File: src/rtl/tinyalu_pkg.sv
// Shared types and constants for the tinyalu block: opcode and FSM encodings,
// multiply latency, and the single-cycle operation function.
package tinyalu_pkg;

  localparam int unsigned MUL_LAT = 3;

  // The multiplier sub-block supplies MUL_LAT-1 register stages; the top's
  // result register is the final stage of the multiply pipeline.
  localparam int unsigned MUL_PIPE_STAGES = MUL_LAT - 1;
  localparam logic [1:0]  MUL_LAST_CNT    = 2'(MUL_LAT - 2);

  typedef enum logic [2:0] {
    NO_OP  = 3'd0,
    ADD    = 3'd1,
    AND_OP = 3'd2,
    XOR_OP = 3'd3,
    MUL    = 3'd4,
    RSV5   = 3'd5,
    RSV6   = 3'd6,
    RSV7   = 3'd7
  } op_e;

  typedef enum logic [1:0] {
    IDLE     = 2'd0,
    MUL_BUSY = 2'd1,
    DONE     = 2'd2
  } state_e;

  function automatic logic [15:0] alu_calc(input op_e op, input logic [7:0] a,
                                           input logic [7:0] b, input logic [15:0] prev);
    logic [15:0] r;
    case (op)
      ADD:     r = {7'd0, {1'b0, a} + {1'b0, b}};
      AND_OP:  r = {8'h00, a & b};
      XOR_OP:  r = {8'h00, a ^ b};
      default: r = prev;
    endcase
    return r;
  endfunction

endpackage

File: src/rtl/tinyalu_mult.sv
// Registered 8x8 unsigned multiplier: stage one forms two nibble partial
// products, stage two sums them; valid travels alongside the data.
module tinyalu_mult
  import tinyalu_pkg::*;
(
  input  logic        clk,
  input  logic        reset_n,
  input  logic [7:0]  a,
  input  logic [7:0]  b,
  input  logic        in_valid,
  output logic [15:0] p,
  output logic        out_valid
);

  logic [11:0] lo_q, hi_q;
  logic [11:0] lo_d, hi_d;
  logic        s1_valid_q;
  logic [15:0] p_q, p_d;
  logic        p_valid_q;

  always_comb begin
    lo_d = 12'(a) * 12'(b[3:0]);
    hi_d = 12'(a) * 12'(b[7:4]);
    p_d  = 16'(lo_q) + {hi_q, 4'd0};
  end

  always_ff @(posedge clk or negedge reset_n) begin
    if (!reset_n) begin
      lo_q       <= 12'd0;
      hi_q       <= 12'd0;
      s1_valid_q <= 1'b0;
      p_q        <= 16'd0;
      p_valid_q  <= 1'b0;
    end else begin
      s1_valid_q <= in_valid;
      p_valid_q  <= s1_valid_q;
      if (in_valid) begin
        lo_q <= lo_d;
        hi_q <= hi_d;
      end
      if (s1_valid_q) begin
        p_q <= p_d;
      end
    end
  end

  assign p         = p_q;
  assign out_valid = p_valid_q;

endmodule

File: src/rtl/tinyalu.sv
// tinyalu top: start edge detect, control FSM, single-cycle ALU and the
// registered done/result outputs; multiply runs through tinyalu_mult.
module tinyalu
  import tinyalu_pkg::*;
(
  input  logic        clk,
  input  logic        reset_n,
  input  logic [7:0]  A,
  input  logic [7:0]  B,
  input  logic [2:0]  op,
  input  logic        start,
  output logic        done,
  output logic [15:0] result
);

  state_e      state_q, state_d;
  logic [1:0]  cnt_q, cnt_d;
  logic        start_q;
  logic        done_q, done_d;
  logic [15:0] result_q, result_d;
  logic        accept_s;
  logic        mul_start_s;
  logic [15:0] mul_p_s;
  logic        mul_valid_s;
  op_e         op_s;

  assign op_s     = op_e'(op);
  assign accept_s = start && !start_q;

  // Operands go straight into the multiplier on the accepting edge, which
  // is where they are latched; later input changes cannot reach the result.
  tinyalu_mult u_mult (
    .clk       (clk),
    .reset_n   (reset_n),
    .a         (A),
    .b         (B),
    .in_valid  (mul_start_s),
    .p         (mul_p_s),
    .out_valid (mul_valid_s)
  );

  always_comb begin
    state_d     = state_q;
    cnt_d       = cnt_q;
    done_d      = 1'b0;
    result_d    = result_q;
    mul_start_s = 1'b0;
    case (state_q)
      IDLE: begin
        if (accept_s) begin
          if (op_s == MUL) begin
            state_d     = MUL_BUSY;
            cnt_d       = 2'd0;
            mul_start_s = 1'b1;
          end else begin
            state_d  = DONE;
            done_d   = 1'b1;
            result_d = alu_calc(op_s, A, B, result_q);
          end
        end else begin
          state_d = IDLE;
        end
      end
      MUL_BUSY: begin
        if (cnt_q == MUL_LAST_CNT) begin
          state_d  = DONE;
          done_d   = 1'b1;
          result_d = mul_valid_s ? mul_p_s : result_q;
        end else begin
          cnt_d = cnt_q + 2'd1;
        end
      end
      DONE:    state_d = IDLE;
      default: state_d = IDLE;
    endcase
  end

  always_ff @(posedge clk or negedge reset_n) begin
    if (!reset_n) begin
      state_q  <= IDLE;
      cnt_q    <= 2'd0;
      start_q  <= 1'b0;
      done_q   <= 1'b0;
      result_q <= 16'h0000;
    end else begin
      state_q  <= state_d;
      cnt_q    <= cnt_d;
      start_q  <= start;
      done_q   <= done_d;
      result_q <= result_d;
    end
  end

  assign done   = done_q;
  assign result = result_q;

endmodule

File: config.mk
export PLATFORM = sky130hd
export DESIGN_NAME = tinyalu
export DESIGN_NICKNAME = d
export VERILOG_FILES = /design/src/rtl/tinyalu_pkg.sv /design/src/rtl/tinyalu_mult.sv /design/src/rtl/tinyalu.sv
export SDC_FILE = /design/constraint.sdc
export NUM_CORES = 1
export LEC_CHECK = 0
export ABC_AREA = 1
export BUFFER_PORTS_ARGS = -buffer_cell sky130_fd_sc_hd__buf_2
export CAP_MARGIN = 25
export CELL_PAD_IN_SITES_DETAIL_PLACEMENT = 1
export CELL_PAD_IN_SITES_GLOBAL_PLACEMENT = 2
export CORE_MARGIN = 3
export CORE_UTILIZATION = 38
export DETAILED_ROUTE_END_ITERATION = 12
export GPL_TIMING_DRIVEN = 0
export PLACE_DENSITY = 0.94
export SKIP_LAST_GASP = 1
export SYNTH_ARGS = -nofsm -noshare
export SYNTH_HDL_FRONTEND = slang
export SYNTH_HIERARCHICAL = 1
export SYNTH_SLANG_ARGS = --single-unit
File: constraint.sdc
create_clock -name clk -period 3.39 [get_ports clk]
set_input_delay 0.1695 -clock clk [delete_from_list [all_inputs] [get_ports clk]]
set_output_delay 0.1695 -clock clk [all_outputs]
set_load 0.02 [all_outputs]
==> results of run 1 <==
[worst paths after layout]
kind,from,slack (ps),to,cells after the start
setup reg to reg,state_q[1],1450,u_mult/lo_q[11],7
hold reg to reg,u_mult/s1_valid_q,370,u_mult/out_valid,0
min in group asynchronous,reset_n,480,result[5],2
setup / recovery,A[1],490,u_mult/lo_q[10],15
max in group asynchronous,reset_n,2380,result[11],2
hold / removal,op[1],290,state_q[1],5
[metal layers]
metal | global-route usage, % | routed length [um] | part of all wire (%)
met1 | 24.79 | 6991 | 48
met2 | 33.16 | 6992 | 48
met3 | 2.159 | 431 | 2.9
met4 | 6.055 | 267 | 1.8
met5 | 0 | 0 | 0
[cell families after synthesis]
family	Yosys count	synth area share, %
AOI/OAI and AO/OA	77	7.975
xor gates and xnor gates	6	0.9227
buffers and inverters	181	12.57
DFF	64	28.12
muxes	1	0.1758
and+or+nand+nor	412	30.34
adders and majority gates	75	19.90
[through the flow]
| step | instances | worst slack (ps) | hold slack [ps] | utilization, % |
|---|---|---|---|---|
| 3_5_place_dp | 1038 | 127.3 | 298.8 | 41.94 |
| 4_1_cts | 1056 | 471.1 | 288.1 | 44.13 |
| 2_1_floorplan | 816 | 653.0 | -126.1 | - |
| 6_report | 1056 | 491.1 | 292.0 | 44.13 |
| 5_1_grt | 1056 | 190.7 | 365.8 | 44.13 |
| 3_3_place_gp | 1038 | 176.8 | 295.4 | 41.92 |
[registers in the layout, indices dropped and copies added (netlist names)]
name and cells:
u_mult/hi_q 12, state_q 2, start_q 1, u_mult/p 16, cnt_q 2, u_mult/lo_q 12
u_mult/out_valid 1, done 1, result 16, u_mult/s1_valid_q 1
[synth_stat cells]
cell type / count
a21boi_1: 1
a21o_1: 2
a21oi_1: 24
a31oi_1: 3
buf_2: 8
buf_4: 2
buf_6: 2
clkbuf_1: 17
clkinv_2: 1
dfrtp_1: 64
fa_1: 26
ha_1: 49
inv_1: 148
inv_2: 2
inv_4: 1
mux2i_1: 1
nand2_1: 290
nand2_2: 3
nand2_4: 2
nand3_1: 62
nand3_2: 3
nand3b_1: 4
nand4_1: 7
nor2_1: 34
nor2_2: 1
nor2_8: 1
nor3_1: 1
o211ai_1: 2
o21ai_0: 29
o21ai_1: 2
o21ai_2: 8
o21ai_4: 1
o21bai_1: 4
o22ai_1: 1
or2_0: 1
or2_2: 3
xnor2_1: 5
xor2_1: 1
[power by group]
group	internal, mW	switching [mW]
clock	0.606	0.310
sequential	1.02	0.151
combinational	0.554	0.965
total	2.18	1.43
[layout make-up]
cell class              instances  area share (%)
multi-input cells             571           52.47
inverters                     152           8.920
flip-flops and latches         64           24.87
clock buffers                  13           4.042
well taps                     184           3.576
repair buffers                 40           3.304
clock inverters                 3          0.6218
plain buffers                  29           2.196
[cell usage in the layout (no fill, tap or decap), drive strengths merged, types with 26 or more instances in the layout]
| cell | n |
|---|---|
| inv | 151 |
| nand2 | 295 |
| buf | 50 |
| ha | 49 |
| nand3 | 65 |
| dfrtp | 64 |
| nor2 | 36 |
| o21ai | 40 |
| fa | 26 |
| clkbuf | 30 |
[repair_timing]
item / in CTS / in global routing
resized for setup: 0 / 0
hold buffers: 2 / 0
buffers inserted: 0 / 0
hold endpoints to repair: 65 / 0
[worst min-delay path, stage by stage]
cell and delay [ps]:
buf_2 100, inv_1 60, nand2_2 80, o21ai_0 90, o21ai_0 80
==> impl_results.md, run 1 <==
* Status: completed
* Grt ovf at 0
* Final setup skew at 7.245 ps
* DP HPWL at 12.01 mm
* Io pins at 39
* Cell area after synthesis at 5695 um2
* Vias in the first global route at 5,404
* Post-route DRC violation count at 0
* Initial antenna violation count at 0
* Setup_tns at 0 ps
* Initial Util at 39.04%
* Pre-antenna DRT Iters at 4
* H-tree depth at 3
* RePlAce Congestion at 0.8225
* First-pass GRT wire length at 25.64 mm
* CP dominant cell by count: nand2_1
* Yosys warns at 6
* Root buffer selected by CTS: clkbuf_16
* # clock sinks at 64
* Die H at 128.4 um
* N_diodes at 0
* Final setup fails at 0
* Worst skew pair latency at 330 ps
* Placement-stage cell area at 6118 um2
* Post-synth top area share at 28.12%
* Peak Freq at 345.0 MHz
* PwrDens at 559.5 nW/um2
* CP bufs+invs at 3
* Distinct cells, synth at 38
* Worst-path clk slew at 50 ps
* Startpoint Class: primary input
* CTS tree: built
* Final Max Slew Viols at 0
* Total GRT Usage at 19.07%
* Req. time, crit path at 3600 ps
* Seq/Total Area, Yosys at 28.12%
* Delay-heaviest family, CP: adder cells
* Number of buffers created by CTS at 9
* Slowest cell on crit path: fa_1
* Worst Hold Class: primary input to flop
* Vias per inst at 4.891
* Kind of critical path: primary input to flop
* Drt total wl at 14.68 mm
* Final #Nets at 964
* Routed wire length per instance at 13.90 um
* Final min period at 2899 ps
* Slew at the pin closest to its max-slew limit at 805.6 ps
* Area growth syn-to-layout at 13.05%
* Hold Fails Final Rpt at 0
* Post-Synthesis Mean Instance Area at 6.980 um2
* Area contributors post-synth: dfrtp_1, nand2_1, ha_1, inv_1, fa_1
* Port bufs at 38
* Net count after synthesis at 913
* CP arrival at 3100 ps
* Core region area at 14,590 um2
* Storage cell area at 1602 um2
* Die area at 16,490 um2
* Largest net degree at the start of global routing at 65
* Tcrit/Tclk final at 85.51%
* DR vias at 5,165
* Die X at 128.4 um
* Area leader, netlist: dfrtp_1
* Final Cell Area at 6439 um2
* Ordered list of cells on the worst path: buf_2, clkbuf_1, nand2_1, fa_1, inv_1, fa_1, fa_1, nand2_1, nand2_1, nand2_1, nand2_1, nand3_1, nand3b_1, nand3_1, nand2_1
* DR iter-0 viols at 192
* Worst Setup End Kind: flop
* Gate count after technology mapping at 816
* Total power at 3.602 mW
* Max-Cap Viols at 0
* RSZ-0062 raised after global routing: no
* Floorplan row count at 44
* Share of cells above drive strength 1 at 10.32%
* Footprint of the multi-input gates at 3378 um2
* Slew Limit Headroom at 46.29%
* Post-DRT Antenna Nets at 0
* CP peak stage delay at 530 ps
* # fillers at 1,941
* CP Max Fanout at 8
* VDD IR-drop max at 0.2296 mV
* Largest buffer count on any clock path at 2
* Leakage at 3.872 nW
* Flop and latch count out of synthesis at 64
(Power assumes the default switching activity.)
==> inputs of run 2 (changes only) <==
==> constraint.sdc (replaced) <==
create_clock -name clk -period 3.39 [get_ports clk]
set_input_delay 0.8475 -clock clk [delete_from_list [all_inputs] [get_ports clk]]
set_output_delay 0.8475 -clock clk [all_outputs]
set_load 0.02 [all_outputs]
==> run 2 against run 1 <==
Net effect: sequential power about the same; sequential cell count did not move; via count shrank 1.4%; combinational power is 3% higher; die area stayed put; sequential share of layout area shrank 0.077 points; worst hold slack better by 95 ps; largest cell class unchanged.
==> impl_results.md, run 2 (same netlist as run 1, synthesis figures left out) <==
* Worst skew pair latency at 330 ps (about the same)
* Most frequent cells in the layout: nand2_1, inv_1, dfrtp_1
* Core region area at 14,590 um2 (unchanged)
* DR vias at 5,095 (-1.4%)
* CP Max Fanout at 10 (+2)
* Die X at 128.4 um (unchanged)
* RSZ-0062 raised after global routing: yes
* Vias per inst at 4.890 (about the same)
* Drt total wl at 15.16 mm (+3.2%)
* Placement-stage cell area at 6140 um2 (+0.35%)
* Peak Freq at 306.7 MHz (-11%)
* Final #Nets at 950 (-1.5%)
* Placed Cells at 1,039 (+0.096%)
* Cells on worst reg2reg path at 7 (unchanged)
* Worst hold endpoint: u_mult/out_valid
* Final setup fails at 0 (unchanged)
* CP dominant cell by count: nand2_1
* # clock sinks at 64 (unchanged)
* Slew Limit Headroom at 50.18% (+3.9 points)
* Total power at 3.654 mW (+1.4%)
* Startpoint Class: primary input
* DP HPWL at 12.23 mm (+1.8%)
* Final Cell Area at 6459 um2 (+0.31%)
* Final setup margin at 129.0 ps (-362.1 ps)
* Total GRT Usage at 19.45% (+0.38 points)
* Hold buffer count at CTS at 0 (-2)
* Number of buffers created by CTS at 9 (unchanged)
* Die H at 128.4 um (unchanged)
* Reg2reg end: u_mult/lo_q[9]
* Floorplan row count at 44 (unchanged)
* HP Start: u_mult/s1_valid_q
* Worst Hold Class: flop to flop
* Final core utilization at 44.27% (+0.14 points)
* VDD IR-drop max at 0.2100 mV (-8.5%)
* RR Startpoint: state_q[1]
* Setup repair bufs after CTS at 0 (unchanged)
* FF-to-FF setup slack at 1410 ps (-40 ps)
* Initial antenna violation count at 0 (unchanged)
* Ordered list of cells on the worst path: buf_2, nand2_1, fa_1, inv_1, fa_1, fa_1, nand2_1, nand2_1, nand2_1, nand2_2, a21oi_2, inv_1, nand2_1, nand3_1, nand2_1
* Post-DRT Antenna Nets at 0 (unchanged)
* Area growth syn-to-layout at 13.40%
* Most common cell after layout, fill and taps aside: nand2_1
* Initial Util at 39.04% (unchanged)
* Port bufs at 38 (unchanged)
* CP arrival at 3520 ps (+420 ps)
* Setup_tns at 0 ps (unchanged)
* Req. time, crit path at 3650 ps (+50 ps)
* CP peak stage delay at 530 ps (about the same)
* Worst Setup End Kind: flop
* Final min period at 3261 ps (+362.1 ps)
* Hold Fails Final Rpt at 0 (unchanged)
* Slowest cell on crit path: fa_1
* Final setup skew at 6.477 ps (-0.7684 ps)
* Tcrit/Tclk final at 96.19% (+11 points)
* Cell Count, Final, Fillers Out at 1,042 (-1.3%)
* Die area at 16,490 um2 (unchanged)
* Slew at the pin closest to its max-slew limit at 747.3 ps (-58.29 ps)
* Worst hold slack at 386.9 ps (+94.97 ps)
* Max-Cap Viols at 0 (unchanged)
* Leakage at 3.862 nW (-0.26%)
* Status: completed
* N_diodes at 0 (unchanged)
* Worst-path clk slew at 50 ps (about the same)
* Kind of critical path: primary input to flop
* DR iter-0 viols at 206 (+7.3%)
* Largest buffer count on any clock path at 2 (unchanged)
* H-tree depth at 3 (unchanged)
* Vias in the first global route at 5,278 (-2.3%)
* Worst slack, placed at -560.2 ps (-687.6 ps)
* First-pass GRT wire length at 26.00 mm (+1.4%)
* CTS tree: built
* Pre-antenna DRT Iters at 4 (unchanged)
* Io pins at 39 (unchanged)
* Final Max Slew Viols at 0 (unchanged)
* Root buffer selected by CTS: clkbuf_16
* PwrDens at 565.7 nW/um2 (+1.1%)
* Routed wire length per instance at 14.54 um (+4.6%)
* Largest net degree at the start of global routing at 34 (-48%)
* Post-route DRC violation count at 0 (unchanged)
* Hold path cells at 0 (-5)
* RePlAce Congestion at 0.8295 (+0.85%)
* Grt ovf at 0 (unchanged)
* Share of cells above drive strength 1 at 11.66% (+1.3 points)
## run 2: changes by cell type in the layout (fill, tap and decap cells not counted), moves of 3 or more
cell	previous run	this run
clkbuf_4	0	6
clkbuf_1	19	6
a21oi_1	24	21
buf_2	45	40
## run 2: layer usage
metal	vias to the layer above	part of all wire, %	global-route usage [%]
met5	-	0	0
met1	2462	48	26.00
li1	2581	-	-
met4	0	1.6	4.994
met2	40	48	33.50
met3	12	1.8	2.283
## run 2: what timing repair did
action                                 CTS  global route
gates resized for setup                  0            16
endpoints found under the hold margin    0             0
setup endpoints to repair                7             9
## run 2: where the power goes
| group | internal, mW | leakage [nW] | switching, mW | total, mW |
|---|---|---|---|---|
| Sequential | 1.02 | 0.819 | 0.157 | 1.17 |
| Clock | 0.607 | 0.150 | 0.319 | 0.926 |
| Combinational | 0.568 | 2.89 | 0.988 | 1.56 |
| Total | 2.19 | 3.86 | 1.46 | 3.65 |
## run 2: final cells by class
| cell class | count | area [um2] |
|---|---|---|
| multi-input combinational | 571 | 3435 |
| buffer | 16 | 92.59 |
| inverter | 152 | 574.3 |
| timing repair buffer | 39 | 225.2 |
| tap | 184 | 230.2 |
| clock inverter | 3 | 40.04 |
| fill | 1887 | 8130 |
| clock buffer | 13 | 260.3 |
| sequential | 64 | 1602 |
## run 2: worst max path at each step
stage                       to  cells past startpoint  startpoint
2_1_floorplan   u_mult/lo_q[8]                     14        A[1]
3_3_place_gp    u_mult/lo_q[8]                     15        A[1]
3_5_place_dp    u_mult/lo_q[8]                     16        A[1]
4_1_cts         u_mult/lo_q[8]                     16        B[3]
5_1_grt        u_mult/lo_q[11]                     16        A[3]
6_report        u_mult/lo_q[8]                     15        B[1]
## run 2: worst max-delay path, delay by kind of cell
family	cells	cell delay, ps
AND/OR/NAND/NOR	8	690
adder cells (fa/ha/maj)	3	1490
buffers and inverters	3	340
AO/OA/AOI/OAI	1	150
